<file path="src/rtl/imem_loader_pkg.sv">
// rtl/imem_loader_pkg.sv - shared types and constants for the instruction-memory boot loader
package imem_loader_pkg;

  typedef enum logic [2:0] {
    S_HDR0,
    S_HDR1,
    S_DATA,
    S_DRAIN,
    S_DONE,
    S_ERROR
  } state_t;

  localparam int HDR_BYTES      = 2;
  localparam int BYTES_PER_WORD = 4;

endpackage

</file>
<file path="src/rtl/imem_loader_byte_packer.sv">
// rtl/imem_loader_byte_packer.sv - packs little-endian stream bytes into 32-bit words
module byte_packer
  import imem_loader_pkg::*;
(
  input  logic        clk,
  input  logic        rst,
  input  logic        clear,
  input  logic        byte_valid,
  input  logic [7:0]  byte_data,
  output logic        lane_last,
  output logic        word_valid,
  output logic [31:0] word_data
);

  logic [1:0]                         lane;
  logic [BYTES_PER_WORD-2:0][7:0]     asm_q;

  assign lane_last = (lane == 2'(BYTES_PER_WORD - 1));

  always_ff @(posedge clk) begin
    if (rst) begin
      lane       <= '0;
      asm_q      <= '0;
      word_valid <= 1'b0;
      word_data  <= '0;
    end else begin
      word_valid <= 1'b0;
      if (clear) begin
        lane <= '0;
      end else if (byte_valid) begin
        // The top byte is never stored; it goes straight into the output word.
        if (lane_last) begin
          word_valid <= 1'b1;
          word_data  <= {byte_data, asm_q};
          lane       <= '0;
        end else begin
          asm_q[lane] <= byte_data;
          lane        <= lane + 2'd1;
        end
      end
    end
  end

endmodule

</file>
<file path="src/rtl/imem_loader.sv">
// rtl/imem_loader.sv - loads instruction memory from a length-prefixed byte stream, then releases core reset
module imem_loader
  import imem_loader_pkg::*;
#(
  parameter int DEPTH = 32,
  parameter int AW    = 5
) (
  input  logic          clk,
  input  logic          rst,
  input  logic          in_valid,
  input  logic [7:0]    in_data,
  output logic          in_ready,
  input  logic          reload,
  output logic          wr_en,
  output logic [AW-1:0] wr_addr,
  output logic [31:0]   wr_data,
  output logic          cpu_rst_n,
  output logic          done,
  output logic          error
);

  localparam logic [15:0] DEPTH16 = 16'(DEPTH);

  state_t      state;
  logic [7:0]  n_lo;
  logic [AW:0] n_words;
  logic [AW:0] index;
  logic [15:0] n_full;
  logic        accept;
  logic        lane_last;

  assign n_full   = {in_data, n_lo};
  assign in_ready = !rst && (state == S_HDR0 || state == S_HDR1 || state == S_DATA);
  assign accept   = in_valid && in_ready;

  byte_packer u_packer (
    .clk        (clk),
    .rst        (rst),
    .clear      (state != S_DATA),
    .byte_valid (accept && state == S_DATA),
    .byte_data  (in_data),
    .lane_last  (lane_last),
    .word_valid (wr_en),
    .word_data  (wr_data)
  );

  always_ff @(posedge clk) begin
    if (rst) begin
      state     <= S_HDR0;
      n_lo      <= '0;
      n_words   <= '0;
      index     <= '0;
      wr_addr   <= '0;
      cpu_rst_n <= 1'b0;
      done      <= 1'b0;
      error     <= 1'b0;
    end else begin
      case (state)
        S_HDR0: if (accept) begin
          n_lo  <= in_data;
          state <= S_HDR1;
        end
        S_HDR1: if (accept) begin
          index <= '0;
          if (n_full == 16'd0)         state <= S_DRAIN;
          else if (n_full > DEPTH16)   state <= S_ERROR;
          else begin
            n_words <= n_full[AW:0];
            state   <= S_DATA;
          end
        end
        S_DATA: if (accept && lane_last) begin
          // Address is registered alongside the packer's word so both appear together.
          wr_addr <= index[AW-1:0];
          index   <= index + (AW+1)'(1);
          if (index == n_words - (AW+1)'(1)) state <= S_DRAIN;
        end
        S_DRAIN: state <= S_DONE;
        S_DONE: begin
          if (reload) begin
            state     <= S_HDR0;
            done      <= 1'b0;
            cpu_rst_n <= 1'b0;
          end else begin
            done      <= 1'b1;
            cpu_rst_n <= 1'b1;
          end
        end
        S_ERROR: begin
          if (reload) begin
            state <= S_HDR0;
            error <= 1'b0;
          end else begin
            error <= 1'b1;
          end
        end
        default: state <= S_HDR0;
      endcase
    end
  end

endmodule

</file>
<file path="config.mk">
export PLATFORM = sky130hd
export DESIGN_NAME = imem_loader
export DESIGN_NICKNAME = d
export VERILOG_FILES = /design/src/rtl/imem_loader_pkg.sv /design/src/rtl/imem_loader_byte_packer.sv /design/src/rtl/imem_loader.sv
export SDC_FILE = /design/constraint.sdc
export NUM_CORES = 1
export LEC_CHECK = 0
export ABC_AREA = 1
export BUFFER_PORTS_ARGS = -buffer_cell sky130_fd_sc_hd__buf_2
export CAP_MARGIN = 20
export CORE_ASPECT_RATIO = 1.2
export CORE_MARGIN = 10
export CORE_UTILIZATION = 50
export DETAILED_ROUTE_END_ITERATION = 6
export PLACE_DENSITY = 0.82
export SETUP_SLACK_MARGIN = 0.02
export SLEW_MARGIN = 20
export SYNTH_ARGS = -nofsm -noshare
export SYNTH_HDL_FRONTEND = slang
export SYNTH_HIERARCHICAL = 1
export SYNTH_SLANG_ARGS = --single-unit
</file>
<file path="constraint.sdc">
create_clock -name clk -period 2 [get_ports clk]
set_input_delay 0.4 -clock clk [delete_from_list [all_inputs] [get_ports clk]]
set_output_delay 0.4 -clock clk [all_outputs]
set_load 0.03 [all_outputs]
</file>
==> parameters.txt <==
Parameter                              Value

Floorplan
  Vertical die dimension ... approximately 120 um
  Die Wd ... slightly above 100 um
  Floorplan row count ... 36
  Area of the die ... between 10000 and 15000 um2
  Ports ... 54
  Effective utilization at floorplan ... 51.4%
  Placeable core region ... 8150 um2

Finish
  Layout Cells excl Fill ... 748
  End-of-flow core utilization ... roughly three fifths
  Storage cell area ... approximately 1800 um2
  Most common library cell in the layout ignoring fill and taps ... sky130_fd_sc_hd__nand2_1
  Fin nets ... between 600 and 700
  Layout cell share with drive strength beyond 1 ... between 10% and 20%
  Diode insertion count for antenna repair ... 0
  Post-synthesis to final-layout area growth ... 13.6%
  Most used cells in the layout excluding fill and tap cells ... sky130_fd_sc_hd__nand2_1, sky130_fd_sc_hd__inv_1, sky130_fd_sc_hd__dfxtp_1, sky130_fd_sc_hd__a21oi_1, sky130_fd_sc_hd__nand4_1
  Multi-input logic area ... 1850 um2
  Count of filler cells inserted in the layout ... 767

Yosys
  Yosys warning total ... 6
  Number of distinct library cells after synthesis ... 33
  Number of instances in the synthesized netlist ... between 500 and 600
  Post-synthesis sequential area ratio ... 42.6%
  Cell area after synthesis ... ~4200 um2
  Mean Syn Cell Area ... between 7 and 8 um2
  Post-synth net total ... roughly 600
  Register bit count reported by yosys ... slightly below 90

GRT
  Vias in the first global route ... roughly 3800
  Pin count of the biggest net entering global routing ... 50
  Grt ovf ... 0
  Initial antenna violation count ... 0
  First-pass GRT wire length ... roughly 17000 um
  GRT Resource Usage Total ... between 15 and 20%

Timing
  Fin crit period ... between 1.5 and 2 ns
  Max Clock Skew ... between 0.01 and 0.015 ns
  Upper clock frequency limit ... 574 MHz
  Setup violators final ... 0
  Slew Limit Fails ... 0
  Slew at the pin closest to its max-slew limit ... 0.421 ns
  Final count of hold timing violations ... 0
  Sum Neg Setup Slack ... 0 ns
  Period utilisation layout ... between 80 and 90%
  Unrepaired setup endpoints after global routing ... false
  Tightest slew margin relative to the limit ... slightly above 70%
  Worst Hold Slack ... 0.230 ns

Drt
  Antenna violation net count after detailed routing ... 0
  Total wire length ... about 10000 um
  Number of design-rule violations left by the first detailed-router iteration ... ~190
  Top layer reached by signal wires ... met4
  Vias after detailed routing ... ~3900
  Routed length on met3 ... 337 um
  Drt pass-1 iters ... 4
  Per-cell via count in the routed design ... roughly 5.2
  Number of DRC violations after detailed routing ... 0
  Post-Route M1 WL ... 3930 um
  Detail Route met2 WL ... 5380 um
  Wire length per cell ... ~13 um

Placement
  Number of instances in the placed design ... 732
  DP Wirelength ... roughly 7200 um
  RePlAce Congestion ... 0.874
  Number of buffers inserted by port buffering ... 53

CTS
  Worst-Skew Late Latency ... ~0.36 ns
  CTS tree ... done
  Number of CTS-inserted buffers ... 9
  Post CTS Setup Buffer Count ... 0
  H-tree level count ... 3
  Hold bufs inserted after CTS ... 0
  Clk sink count ... 89
  Number of cells upsized or downsized after cts ... 0
  Number of buffers on the longest clock path ... 2
  Clock transition at the register clock pins on the worst setup and hold paths after CTS ... 0.09 ns
  Cell chosen for the clock root ... sky130_fd_sc_hd__clkbuf_8

Critical path
  Cell family contributing the most delay on the critical path ... simple AND/OR/NAND/NOR gates
  Library cell appearing most often on the critical path ... sky130_fd_sc_hd__inv_1
  CP required ... about 2.3 ns
  Buffers & Inverters on Critical Path ... 4
  Data arrival, critical path ... ~2 ns
  Cell with the biggest individual delay on the critical path ... sky130_fd_sc_hd__dfxtp_1
  Type of the worst setup path ... flop to flop
  Kind of start point of the critical path ... flop
  Ordered list of cells on the worst path ... inv_1 > nand2_1 > nor2_1 > inv_1 > nor2_4 > buf_12 > nand3_4 > nand2_1 > inv_1 > nor2_1
  Worst setup EP type ... flop
  Worst stage delay on the critical path ... ~0.33 ns
  Maximum fanout encountered on the critical timing path ... 27

Pwr
  Power per standard cell area ... 705 nW/um2
  Combinational share of power ... 4.7%
  Maximum resistive drop on vdd ... about 0.49 mV
  Sw Ratio ... 23.2%
  Cell-internal power ... around 2.6 mW
  Part of the power in the clock network ... about two fifths
  Total leakage power ... about 2.1 nW
  Net switching power of the design ... 0.779 mW
  Flop pwr share ... 53.5%

Run status
  Result of the run ... finished, final reports clean

Run
  Number of violations of the max-capacitance limit ... 0

Worst hold path
  Type of the worst min-delay path ... primary input to flop
-- registers in the layout, indices dropped and copies added (netlist names) --
name,flops
done,1
error,1
index,6
n_lo,8
n_words,6
state,3
u_packer/asm_q,24
u_packer/lane,2
u_packer/word_data,32
u_packer/word_valid,1
wr_addr,5
-- final timing paths --
check	cells after the start	start	endpoint	slack, ns
setup / recovery	10	state[2]	u_packer/asm_q[11]	0.26
hold / removal	2	reload	error	0.23
setup reg to reg	10	state[2]	u_packer/asm_q[11]	0.26
hold reg to reg	2	n_lo[6]	n_lo[6]	0.46
-- stage by stage --
| stage | power, mW | cell area, um2 | worst slack (ns) |
|---|---|---|---|
| 2_1_floorplan | 1.94 | 4190 | 0.388 |
| 3_3_place_gp | 1.99 | 4530 | 0.272 |
| 3_5_place_dp | 2.00 | 4530 | 0.171 |
| 4_1_cts | 3.39 | 4760 | 0.256 |
| 5_1_grt | 3.47 | 4760 | 0.0668 |
| 6_report | 3.36 | 4760 | 0.259 |
-- layer usage --
metal  track usage, %  vias to the layer above
met5                0                        -
met1             16.5                     1836
met3             3.35                       16
li1                 -                     1982
met4             6.10                        0
met2             30.4                       84
-- power by group through the flow --
stage / sequential, mW / combinational, mW / clock, mW
final: 1.80 / 0.159 / 1.40
after global routing: 1.80 / 0.180 / 1.49
after global placement: 1.84 / 0.153 / 0
after floorplan: 1.84 / 0.104 / 0
after CTS: 1.80 / 0.159 / 1.44
after detailed placement: 1.84 / 0.158 / 0
-- cells in the mapped netlist --
master / number / area (um2)
sky130_fd_sc_hd__nand3_4: 3 / 52.6
sky130_fd_sc_hd__buf_2: 12 / 60.1
sky130_fd_sc_hd__nand3_1: 14 / 70.1
sky130_fd_sc_hd__xnor2_1: 1 / 8.76
sky130_fd_sc_hd__buf_1: 5 / 18.8
sky130_fd_sc_hd__inv_1: 90 / 338
sky130_fd_sc_hd__nor3_1: 4 / 20.0
sky130_fd_sc_hd__nand3b_1: 1 / 7.51
sky130_fd_sc_hd__a211oi_1: 2 / 15.0
sky130_fd_sc_hd__o211ai_1: 1 / 7.51
sky130_fd_sc_hd__a21oi_2: 1 / 8.76
sky130_fd_sc_hd__clkinv_1: 2 / 7.51
sky130_fd_sc_hd__nor3_2: 1 / 10.0
sky130_fd_sc_hd__o21ai_0: 18 / 90.1
sky130_fd_sc_hd__inv_2: 3 / 11.3
sky130_fd_sc_hd__nand2_2: 5 / 31.3
sky130_fd_sc_hd__and3_1: 1 / 6.26
sky130_fd_sc_hd__o21ai_1: 4 / 20.0
sky130_fd_sc_hd__a31oi_1: 2 / 12.5
sky130_fd_sc_hd__nand4_1: 60 / 375
sky130_fd_sc_hd__nand2_1: 131 / 492
sky130_fd_sc_hd__clkbuf_1: 6 / 22.5
sky130_fd_sc_hd__a21oi_1: 60 / 300
sky130_fd_sc_hd__buf_6: 5 / 56.3
sky130_fd_sc_hd__nor2_1: 43 / 161
sky130_fd_sc_hd__dfxtp_1: 89 / 1780
sky130_fd_sc_hd__buf_4: 6 / 45.0
sky130_fd_sc_hd__nand4_2: 1 / 12.5
sky130_fd_sc_hd__or2_2: 1 / 6.26
sky130_fd_sc_hd__o21bai_1: 1 / 7.51
sky130_fd_sc_hd__ha_1: 7 / 87.6
sky130_fd_sc_hd__nand3_2: 2 / 20.0
sky130_fd_sc_hd__nor2_4: 2 / 22.5
-- cell families (layout without fill, tap and decap cells) --
group / count (synthesis) / after routing / synth area share [%]
buffers and inverters: 129 / 179 / 13.4
AND/OR/NAND/NOR: 269 / 269 / 30.8
AO/OA/AOI/OAI: 89 / 89 / 11.0
XOR/XNOR: 1 / 1 / 0.209
adder cells (fa/ha/maj): 7 / 7 / 2.09
flip-flops: 89 / 89 / 42.6
-- layout make-up --
type                    instances  area share, %
multi-input cells             366           38.8
well taps                     114           3.00
clock buffers                  10           2.89
flip-flops and latches         89           37.5
repair buffers                 68           8.47
inverters                      95           7.50
clock inverters                 6           1.89
Power figures use the tool's default switching activity.
